File: config.mk
export PLATFORM = sky130hd
export DESIGN_NAME = mult_arbiter
export DESIGN_NICKNAME = d
export VERILOG_FILES = /design/src/rtl/mult_arbiter_pkg.sv /design/src/rtl/mult_arbiter_mux.sv /design/src/rtl/mult_arbiter.sv
export SDC_FILE = /design/constraint.sdc
export NUM_CORES = 1
export LEC_CHECK = 0
export ABC_AREA = 0
export BUFFER_PORTS_ARGS = -buffer_cell sky130_fd_sc_hd__buf_2
export CORE_UTILIZATION = 35
export DETAILED_ROUTE_END_ITERATION = 10
export GPL_ROUTABILITY_DRIVEN = 0
export PLACE_DENSITY = 0.59
export RECOVER_POWER = 50
export SYNTH_ARGS = -nofsm -noshare
export SYNTH_HDL_FRONTEND = slang
export SYNTH_SLANG_ARGS = --single-unit
File: constraint.sdc
create_clock -name clk -period 12 [get_ports clk]
set_input_delay 3 -clock clk [delete_from_list [all_inputs] [get_ports clk]]
set_output_delay 3 -clock clk [all_outputs]
set_load 0.01 [all_outputs]
File: src/rtl/mult_arbiter_pkg.sv
// rtl/mult_arbiter_pkg.sv - shared select encodings, lane count and lane-state enum for mult_arbiter
package mult_arbiter_pkg;

    localparam int NUM_LANES = 3;

    localparam logic [1:0] SEL_IDLE = 2'b00;
    localparam logic [1:0] SEL_L0   = 2'b01;
    localparam logic [1:0] SEL_L1   = 2'b10;
    localparam logic [1:0] SEL_L2   = 2'b11;

    typedef enum logic {
        ACC_IDLE = 1'b0,
        ACC_RUN  = 1'b1
    } acc_state_t;

endpackage

File: src/rtl/mult_arbiter_mux.sv
// rtl/mult_arbiter_mux.sv - mult_mux: shared DATA_W x DATA_W unsigned multiplier with 2-bit operand select
module mult_mux
    import mult_arbiter_pkg::*;
#(
    parameter int DATA_W = 8
) (
    input  logic [1:0]          sel,
    input  logic [DATA_W-1:0]   a0,
    input  logic [DATA_W-1:0]   k0,
    input  logic [DATA_W-1:0]   a1,
    input  logic [DATA_W-1:0]   k1,
    input  logic [DATA_W-1:0]   a2,
    input  logic [DATA_W-1:0]   k2,
    output logic [2*DATA_W-1:0] prod
);

    logic [DATA_W-1:0] op_a;
    logic [DATA_W-1:0] op_k;

    always_comb begin
        op_a = '0;
        op_k = '0;
        case (sel)
            SEL_L0: begin op_a = a0; op_k = k0; end
            SEL_L1: begin op_a = a1; op_k = k1; end
            SEL_L2: begin op_a = a2; op_k = k2; end
            default: begin op_a = '0; op_k = '0; end
        endcase
    end

    assign prod = {{DATA_W{1'b0}}, op_a} * {{DATA_W{1'b0}}, op_k};

endmodule

File: src/rtl/mult_arbiter.sv
// rtl/mult_arbiter.sv - round-robin share of one multiplier across three lanes; MULT_ARB_ACC_EN adds per-lane accumulation
module mult_arbiter
    import mult_arbiter_pkg::*;
#(
    parameter int DATA_W = 8,
    parameter int PROD_W = 2 * DATA_W,
    parameter int ACC_W  = 20
) (
    input  logic              clk,
    input  logic              rst,
    input  logic [2:0]        req_valid,
    input  logic [2:0]        req_last,
    output logic [2:0]        req_ready,
    input  logic [DATA_W-1:0] a0,
    input  logic [DATA_W-1:0] k0,
    input  logic [DATA_W-1:0] a1,
    input  logic [DATA_W-1:0] k1,
    input  logic [DATA_W-1:0] a2,
    input  logic [DATA_W-1:0] k2,
    output logic [2:0]        resp_valid,
    output logic [ACC_W-1:0]  resp_data,
    output logic              resp_ovf,
    output logic [1:0]        gnt_sel
);

    logic [1:0]        ptr;
    logic              gnt_any;
    logic [1:0]        gnt_lane;
    logic [2:0]        idx;
    logic [PROD_W-1:0] prod;
    logic [ACC_W-1:0]  prod_ext;

    // First valid lane at or after ptr wins; rst forces no grant.
    always_comb begin
        gnt_any  = 1'b0;
        gnt_lane = 2'd0;
        idx      = 3'd0;
        for (int off = 0; off < NUM_LANES; off++) begin
            idx = {1'b0, ptr} + 3'(off);
            if (idx >= 3'd3) idx = idx - 3'd3;
            if (!gnt_any && !rst && req_valid[idx[1:0]]) begin
                gnt_any  = 1'b1;
                gnt_lane = idx[1:0];
            end
        end
    end

    assign req_ready = gnt_any ? (3'b001 << gnt_lane) : 3'b000;
    assign gnt_sel   = gnt_any ? (gnt_lane + 2'd1) : SEL_IDLE;

    always_ff @(posedge clk) begin
        if (rst)          ptr <= 2'd0;
        else if (gnt_any) ptr <= (gnt_lane == 2'd2) ? 2'd0 : gnt_lane + 2'd1;
    end

    mult_mux #(.DATA_W(DATA_W)) u_mult_mux (
        .sel  (gnt_sel),
        .a0   (a0),
        .k0   (k0),
        .a1   (a1),
        .k1   (k1),
        .a2   (a2),
        .k2   (k2),
        .prod (prod)
    );

    assign prod_ext = ACC_W'(prod);

`ifdef MULT_ARB_ACC_EN
    logic [ACC_W-1:0] acc   [NUM_LANES];
    acc_state_t       st    [NUM_LANES];
    logic             ovf_q [NUM_LANES];
    logic [ACC_W-1:0] acc_in;
    logic             ovf_in;
    logic [ACC_W:0]   sum;

    // An idle lane starts from zero so a lone last beat returns the bare product.
    always_comb begin
        acc_in = (st[gnt_lane] == ACC_RUN) ? acc[gnt_lane] : '0;
        ovf_in = (st[gnt_lane] == ACC_RUN) && ovf_q[gnt_lane];
        sum    = {1'b0, acc_in} + {1'b0, prod_ext};
    end

    always_ff @(posedge clk) begin
        if (rst) begin
            resp_valid <= 3'b000;
            resp_data  <= '0;
            resp_ovf   <= 1'b0;
            for (int i = 0; i < NUM_LANES; i++) begin
                acc[i]   <= '0;
                st[i]    <= ACC_IDLE;
                ovf_q[i] <= 1'b0;
            end
        end else begin
            resp_valid <= 3'b000;
            if (gnt_any) begin
                if (req_last[gnt_lane]) begin
                    resp_valid      <= 3'b001 << gnt_lane;
                    resp_data       <= sum[ACC_W-1:0];
                    resp_ovf        <= ovf_in | sum[ACC_W];
                    acc[gnt_lane]   <= '0;
                    st[gnt_lane]    <= ACC_IDLE;
                    ovf_q[gnt_lane] <= 1'b0;
                end else begin
                    acc[gnt_lane]   <= sum[ACC_W-1:0];
                    st[gnt_lane]    <= ACC_RUN;
                    ovf_q[gnt_lane] <= ovf_in | sum[ACC_W];
                end
            end
        end
    end
`else
    logic unused_last;
    assign unused_last = ^req_last;

    always_ff @(posedge clk) begin
        if (rst) begin
            resp_valid <= 3'b000;
            resp_data  <= '0;
        end else begin
            resp_valid <= 3'b000;
            if (gnt_any) begin
                resp_valid <= 3'b001 << gnt_lane;
                resp_data  <= prod_ext;
            end
        end
    end

    assign resp_ovf = 1'b0;
`endif

endmodule

==> results.yml, run 1 <==
clocking:
  cts_made_buffers: 3
  cts_resized: 0
  cts_max_level: 1
  clk_pin_slew_ns: 0.05
  clk_root_buffer_cell: "clkbuf_16"
  clockBufferDepth: 2
  clkSinkCount: 21
  cts_tree: "yes"
  cts_hold_buf: 0
  clock_latency_ns: 0.25
  cts_setup_buffers: 0
sta:
  fmax_mhz: 98.5
  min_period_ns: 10.15
  finalSetupTns_ns: 0
  timing.final.ws_setup_ns: 1.85
  skew_ns: 0.00136
  slew_headroom: 0.372
  setup-violations-final: 0
  maxSlewViolCount: 0
  tightest_slew_ns: 0.939
  rsz0062_at_grt: "no"
  final_hold_viol_count: 0
  fin_crit_sh: 0.846
final_layout:
  layout-drive-gt1-share: 0.186
  multi_input_area_sq_um: 3360
  diodes: 0
  fillerInstances: 1158
  area_growth_pct: 12.4
  nets: 681
  seq_area_sq_um: 420
grt:
  antenna_found_initial: 0
  grt_pass1_wl_um: 16800
  gr-total-overflow: 0
  grt_pass1_vias: 3368
  grt_start_max_net_pins: 51
  globalRouteTotalUtil: 0.163
yosys:
  synth_top_cell_by_area: "fa_1"
  netlist_area_sq_um: 4150
  synth.area.top_cells: "fa_1 (17%), ha_1 (14%), dfxtp_1 (10%), o31ai_1 (9.0%), inv_1 (5.4%)"
  synth_compound_area_frac: 0.227
  async_flop_share: 0
  ys_ff_latch: 21
  synth_top_area_share: 0.174
  seq_area_frac_synth: 0.101
  synth_area_per_cell_sq_um: 8.63
  syn-instance-count: 481
  synth_edf_count: 0
  synth_top_family_by_area: "adder cells"
  synth_xor_area_frac: 0.0190
  synthAdderAreaFrac: 0.309
  synthMuxAreaShare: 0.0753
  ys.flop_type: "dfxtp_1"
  ys_warn_count: 0
  synth-simple-area-share: 0.174
  netlist-cell-type-count: 55
drt:
  drt-vias-per-instance: 5.29
  firstDrtPassIters: 4
  wire_per_inst_um: 14.8
  drcViolationCount: 0
  detail-route-antenna-nets: 0
  wirelength_um: 10200
  via_count: 3628
  dr.first_iter.drc_count: 267
status:
  outcome: "completed"
worst_setup_path:
  r2r_setup_slack_ns: 4.47
  r2r_cells: 24
  endpoint_kind: "register"
  cp_max_fo: 46
  worstReg2RegStart: "ptr[0]"
  arrival_ns: 10.24
  critical_path_class: "input pin to register"
  worst_r2r_endpoint: "resp_data[13]"
  cp.required_ns: 12.09
  start_kind: "input pin"
power_and_ir_drop:
  peakVddDrop_mv: 0.132
  power_density_nw_per_um2: 162
  power.leakage_nw: 2.20
floorplanning:
  die_x_um: 111
  core-area_sq_um: 11500
  die_y_um: 111
  ios: 85
  fp.dieArea_sq_um: 12300
  floorplan.rows: 39
  start_util: 0.362
place:
  port_buffers: 76
  detailedPlace.worstSlack_ns: 2.09
  dp_hpwl_um: 8230
worst_hold_path:
  worstHoldStart: "resp_data[8]"
  hold_end: "resp_data[8]"
  hold_class: "register to register"
  min_path_cells: 2
flow_run:
  cap_viol_max_count: 0
## power breakdown
part | internal (W) | total (W) | switching (W)
registers | 0.0000868 | 0.0000956 | 0.00000875
clock network | 0.0000452 | 0.0000700 | 0.0000247
logic | 0.000247 | 0.000591 | 0.000344
## cells in the final DEF (no fill, tap or decap), types with 3 or more instances in the layout
master     count
o21bai_1       4
o2bb2ai_1      5
inv_1         60
conb_1         5
o31ai_1       50
nor2_1        12
a211oi_1       4
ha_1          45
a21oi_1       22
clkbuf_16      3
and2_1         6
clkbuf_1      21
or2_0          4
o21ai_0       10
mux2i_2        6
dfxtp_1       21
xor2_1         3
fa_1          36
nand2_1       30
mux2i_4        8
nand3_1       22
nand2b_1      10
or2_2          3
buf_2         56
a21o_1         3
xnor2_1        6
and3_1        32
mux2i_1        5
buf_4          6
o21bai_2       8
## worst max-delay path: stages
cell	delay [ns]
clkbuf_1	0.68
inv_1	0.32
nand2_1	0.18
nor2_1	0.05
a31oi_1	0.15
o21a_1	0.24
ha_1	0.30
nand2_2	0.68
buf_4	0.38
o21bai_2	0.18
and3_1	0.21
fa_1	0.55
fa_1	0.44
fa_1	0.54
inv_1	0.05
fa_1	0.53
inv_1	0.04
ha_1	0.21
or3_1	0.40
or4_1	0.41
o32ai_1	0.19
nand2b_1	0.18
xor2_1	0.19
a211oi_1	0.10
## synth_stat cells, types with 3 or more instances
master and count:
nor2_1 12, o21ai_0 10, ha_1 45, buf_4 5, and2_1 6, o2bb2ai_1 5
and3_1 32, clkbuf_1 16, mux2i_2 6, o21bai_2 8, buf_2 5, a21oi_1 22
nand3_1 22, mux2i_4 8, fa_1 36, xnor2_1 6, or2_2 3, o21bai_1 4
a21o_1 3, dfxtp_1 21, nand2_1 31, xor2_1 3, or2_0 5, a211oi_1 4
mux2i_1 5, inv_1 60, o31ai_1 50, nand2b_1 10
## metal layers
metal  up-vias  share of wire  GRT usage
li1       1816              -          -
met1      1711           0.50      0.238
met2        93           0.46      0.266
met3         8          0.037     0.0148
met4         0         0.0080     0.0249
met5         -              0          0
## through the flow
| stage | power, W | std cells | hold WS (ns) | util | instance area (sq um) |
|---|---|---|---|---|---|
| after detailed placement | 0.000690 | 682 | 0.447 | 0.402 | 4610 |
| after global routing | 0.000850 | 686 | 0.475 | 0.407 | 4670 |
| final | 0.000756 | 686 | 0.457 | 0.407 | 4670 |
| after global placement | 0.000685 | 682 | 0.439 | 0.402 | 4610 |
| after floorplan | 0.000561 | 485 | 0.465 | - | 4170 |
| after CTS | 0.000768 | 686 | 0.455 | 0.409 | 4690 |
## area by class of cell
type / instances / area share
Clock buffer: 4 / 0.0169
Inverter: 60 / 0.0483
Multi-Input combinational cell: 376 / 0.721
Sequential cell: 21 / 0.0901
Tap cell: 143 / 0.0383
Timing Repair Buffer: 82 / 0.0858
## registers in the layout, indices dropped and copies added, names as in the netlist
signal and flops:
resp_data 16, resp_valid 3, ptr 2
## cells by family after synthesis
kind of cell	count (synthesis)
flip-flops	21
other	1
adder cells (fa/ha/maj)	81
AND/OR/NAND/NOR	135
multiplexers	19
buffers and inverters	88
AO/OA/AOI/OAI	127
XOR/XNOR	9
## worst max path at each step
stage | to | slack [ns] | start | cells after the start
finish | resp_data[13] | 1.85 | rst | 24
global route | resp_data[13] | 1.31 | rst | 24
CTS | resp_data[13] | 2.34 | rst | 24
detailed placement | resp_data[13] | 2.09 | rst | 24
global placement | resp_data[15] | 2.24 | rst | 24
floorplan | resp_data[13] | 2.88 | rst | 25
Note: power is estimated with default switching activity, not from simulation.
==> run 2, diff against run 1 <==
PLACE_DENSITY = 0.61   (was 0.59)
clock period = 8.2 ns   (was 12 ns; I/O delays follow)
==> run 2 against run 1 <==
Largest cell class unchanged. Global-route usage up 0.94 points. Total power up 56%. First-iteration DRC count up 1.1%. Largest power group unchanged. Via count rose by 6.7%.
==> results.yml, run 2 (synthesized netlist as in run 1, its figures left out) <==
status:
  outcome: "completed"
floorplanning:
  floorplan.rows: 39
  die_y_um: 111
  fp.dieArea_sq_um: 12300
  die_x_um: 111
  core-area_sq_um: 11500
  ios: 85
  start_util: 0.362
grt:
  grt_start_max_net_pins: 30
  grt_pass1_vias: 3664
  globalRouteTotalUtil: 0.173
  gr-total-overflow: 0
  antenna_found_initial: 0
  grt_pass1_wl_um: 17700
clocking:
  cts_made_buffers: 3
  clk_root_buffer_cell: "clkbuf_16"
  cts_tree: "yes"
  clk_pin_slew_ns: 0.06
  clkSinkCount: 21
  cts_max_level: 1
  clock_latency_ns: 0.25
  clockBufferDepth: 2
worst_setup_path:
  cp.required_ns: 8.35
  cp_max_fo: 22
  worstReg2RegStart: "ptr[0]"
  r2r_setup_slack_ns: 1.43
  endpoint_kind: "register"
  crit_start: "req_valid[2]"
  critical_path_class: "input pin to register"
  start_kind: "input pin"
  worst_r2r_endpoint: "resp_data[14]"
  arrival_ns: 8.02
  r2r_cells: 26
  critical_path.endpoint: "resp_data[14]"
sta:
  maxSlewViolCount: 0
  final_hold_viol_count: 0
  skew_ns: 0.00325
  min_period_ns: 7.87
  fin_crit_sh: 0.960
  fmax_mhz: 127
  finalSetupTns_ns: 0
  slew_headroom: 0.594
  tightest_slew_ns: 0.609
  setup-violations-final: 0
drt:
  dr.first_iter.drc_count: 270
  drcViolationCount: 0
  firstDrtPassIters: 4
  wire_per_inst_um: 15.4
  drt-vias-per-instance: 5.38
  wirelength_um: 11100
  detail-route-antenna-nets: 0
  via_count: 3870
final_layout:
  mostFrequentLayoutCells: "inv_1 (60), buf_2 (57), o31ai_1 (50)"
  area_growth_pct: 20.5
  largest_reg_flops: 16
  layout-drive-gt1-share: 0.239
  final_common_cell: "inv_1"
  finish.utilization: 0.436
  diodes: 0
  nets: 715
  largest_registers: "resp_data x16, resp_valid x3, ptr x2"
  top_register: "resp_data"
power_and_ir_drop:
  power_density_nw_per_um2: 235
  power.leakage_nw: 2.39
  peakVddDrop_mv: 0.178
place:
  dp_hpwl_um: 9140
  port_buffers: 76
flow_run:
  cap_viol_max_count: 0
worst_hold_path:
  hold_class: "register to register"
## run 2: worst min path at each step
stage / startpoint / to / slack, ns / cells after the start
final: resp_data[8] / resp_data[8] / 0.45 / 2
after global routing: resp_data[8] / resp_data[8] / 0.47 / 2
after CTS: resp_data[8] / resp_data[8] / 0.45 / 2
after detailed placement: resp_data[8] / resp_data[8] / 0.44 / 2
after global placement: resp_data[10] / resp_data[10] / 0.44 / 2
after floorplan: ptr[1] / ptr[1] / 0.46 / 2
## run 2: report_power, final
part	total [W]	leakage (nW)	switching, W	internal (W)
sequential	0.000141	0.172	0.0000135	0.000127
clock	0.000101	0.0382	0.0000349	0.0000661
combinational	0.000936	2.18	0.000531	0.000405
## run 2: layer usage
metal | GRT usage | wire, um
met5 | 0 | 0
met4 | 0.0284 | 121
met3 | 0.0131 | 462
met2 | 0.297 | 5280
met1 | 0.240 | 5230
## run 2: layout make-up
class	instances	area (sq um)
Fill cell	1164	6460
Multi-Input combinational cell	376	3400
Timing Repair Buffer	116	702
Sequential cell	21	420
Inverter	60	225
Tap cell	143	179
Clock buffer	4	78.8
## run 2: repair_timing
action                                  4_1_cts  5_1_grt
hold buffers                                  0        0
endpoints found under the setup margin        0        3
endpoints found under the hold margin         0        0
buffers inserted                              0        2
resized for setup                             0        8
## run 2: metrics by stage
stage                     std cells  cell area, sq um  power (W)  hold WS (ns)  setup slack (ns)
after floorplan                 485              4170   0.000822         0.465            0.0345
after CTS                       718              4970    0.00118         0.451             0.176
after global routing            720              5000    0.00130         0.469           -0.0235
final                           720              5000    0.00118         0.449             0.327
after global placement          714              4890    0.00105         0.443           -0.0217
after detailed placement        714              4890    0.00107         0.442           -0.0833
## run 2: worst max-delay path: stages
cell and delay [ns]:
buf_2 0.12, mux2i_1 0.19, o2bb2ai_1 0.15, o21ai_2 0.22
a31o_2 0.22, inv_1 0.08, ha_1 0.35, nand2_4 0.12
buf_8 0.19, a2bb2oi_2 0.19, or2_1 0.27, fa_1 0.53
fa_1 0.56, inv_1 0.06, fa_1 0.53, inv_1 0.05
fa_1 0.52, inv_1 0.04, ha_1 0.33, a21oi_1 0.14
o21ai_0 0.17, o211ai_1 0.27, a21oi_1 0.12, or3_1 0.31
a31o_2 0.23
==> run 3, diff against run 2 <==
CORE_UTILIZATION = 45   (was 35)
CTS_BUF_LIST = sky130_fd_sc_hd__clkbuf_4   (was default)
PLACE_DENSITY = 0.74   (was 0.61)
==> run 3 against run 2 <==
The flow now finishes with violations (DRC). Critical path depth decreased by 2. Sequential power hardly changed. Clock power is 48% lower. Clock skew increased by 0.012 ns. Total power decreased by 4.9%. Highest routed layer unchanged.
==> results.yml, run 3 (synthesized netlist as in run 1, its figures left out) <==
grt:
  grt_pass1_vias: 3650
  globalRouteTotalUtil: 0.218
  grt_start_max_net_pins: 51
  grt_pass1_wl_um: 17400
  antenna_found_initial: 0
  gr-total-overflow: 0
worst_setup_path:
  start_kind: "input pin"
  crit_path_frequent_cell: "fa_1"
  worstReg2RegStart: "ptr[0]"
  critical_path_class: "input pin to register"
  crit_start: "req_valid[2]"
  arrival_ns: 8.16
  cp_max_fo: 7
  critPathSlowestCell: "fa_1"
  endpoint_kind: "register"
  cp_cell_sequence: "buf_2, mux2i_1, nor2_1, nor4b_2, a31o_2, inv_1, ha_1, nor2_1, buf_4, o2bb2ai_1, nand2b_1, fa_1, fa_1, fa_1, fa_1, inv_1, ha_1, or3_1, or4_1, o32ai_1, nand2b_1, xor2_1, a211oi_1"
  critPathBufInv: 4
  cp_slowest_stage_delay_ns: 0.55
  critical_path.top_delay_family: "adder cells"
  cp.required_ns: 8.40
sta:
  fmax_mhz: 126
  tightest_slew_ns: 0.558
  final_hold_viol_count: 0
  slew_headroom: 0.628
  skew_ns: 0.0149
  rsz0062_at_grt: "no"
  holdWs_ns: 0.467
  maxSlewViolCount: 0
  min_period_ns: 7.97
  fin_crit_sh: 0.971
  setup-violations-final: 0
final_layout:
  nets: 716
  final_common_cell: "inv_1"
  area_growth_pct: 17.4
  finalInstanceArea_sq_um: 4870
  largest_registers: "resp_data x16, resp_valid x3, ptr x2"
  fillerInstances: 844
  finish.utilization: 0.551
  largest_reg_flops: 16
  diodes: 0
  mostFrequentLayoutCells: "inv_1 (60), buf_2 (57), o31ai_1 (50)"
  top_register: "resp_data"
  layout-drive-gt1-share: 0.239
clocking:
  clkSinkCount: 21
  cts_tree: "yes"
  cts_max_level: 1
  clock_latency_ns: 0.30
  cts_made_buffers: 3
  clockBufferDepth: 2
  clk_root_buffer_cell: "clkbuf_4"
  clk_pin_slew_ns: 0.12
  cts_hold_buf: 0
floorplanning:
  core-area_sq_um: 8850
  floorplan.rows: 34
  start_util: 0.469
  die_x_um: 98.1
  die_y_um: 98.1
  fp.dieArea_sq_um: 9620
  ios: 85
place:
  port_buffers: 76
  place_area_sq_um: 4860
  dp_hpwl_um: 8790
status:
  failed_checks: "DRC"
  outcome: "finished with violations"
flow_run:
  cap_viol_max_count: 0
drt:
  via_count: 3866
  wire_per_inst_um: 15.3
  firstDrtPassIters: 7
  drt-vias-per-instance: 5.64
  wirelength_um: 10500
  drcViolationCount: 6
  detail-route-antenna-nets: 0
  dr.first_iter.drc_count: 217
worst_hold_path:
  worstHoldStart: "resp_data[5]"
  hold_class: "register to register"
power_and_ir_drop:
  power_density_nw_per_um2: 230
  peakVddDrop_mv: 0.150
  power.leakage_nw: 2.36
run 3: final cells by class:
type	count	area [sq um]	share of cell area
repair buffers	117	689	0.141
well taps	108	135	0.0277
clock buffers	4	30.0	0.00616
flip-flops and latches	21	420	0.0862
multi-input cells	376	3370	0.692
inverters	60	225	0.0462
run 3: path summary, 6_finish.rpt:
path,end,slack (ns),depth (start not counted)
max reg2reg,resp_data[13],1.31,24
min,resp_data[5],0.47,2
max,resp_data[13],0.23,23
min reg2reg,resp_data[5],0.47,2
run 3: stage by stage:
step	total power (W)	instances	setup WS, ns	TNS, ns
after CTS	0.00113	686	0.244	0
after global routing	0.00125	686	0.00454	0
final	0.00112	686	0.234	0
after detailed placement	0.00107	682	-0.0524	-0.0800
after floorplan	0.000822	485	0.0345	0
after global placement	0.00103	682	0.0951	0
run 3: repair_timing:
| action | 4_1_cts | 5_1_grt |
|---|---|---|
| resized for setup | 0 | 3 |
| endpoints found under the setup margin | 0 | 2 |
| buffers inserted | 0 | 0 |
run 3: worst min-delay path: stages (launching register included):
cell     delay [ns]
dfxtp_1        0.33
nand2_1        0.05
a21oi_1        0.05
run 3: power by group:
group / internal [W] / switching [W]
clock network: 0.0000222 / 0.0000302
registers: 0.000127 / 0.0000125
logic: 0.000402 / 0.000526
total: 0.000551 / 0.000569
run 3: layer usage:
layer  track usage  vias up  part of all wire
met1         0.296     1848              0.46
met2         0.380      120              0.48
li1              -     1883                 -
met4        0.0524        0             0.015
met3        0.0107       15             0.046
met5             0        -                 0
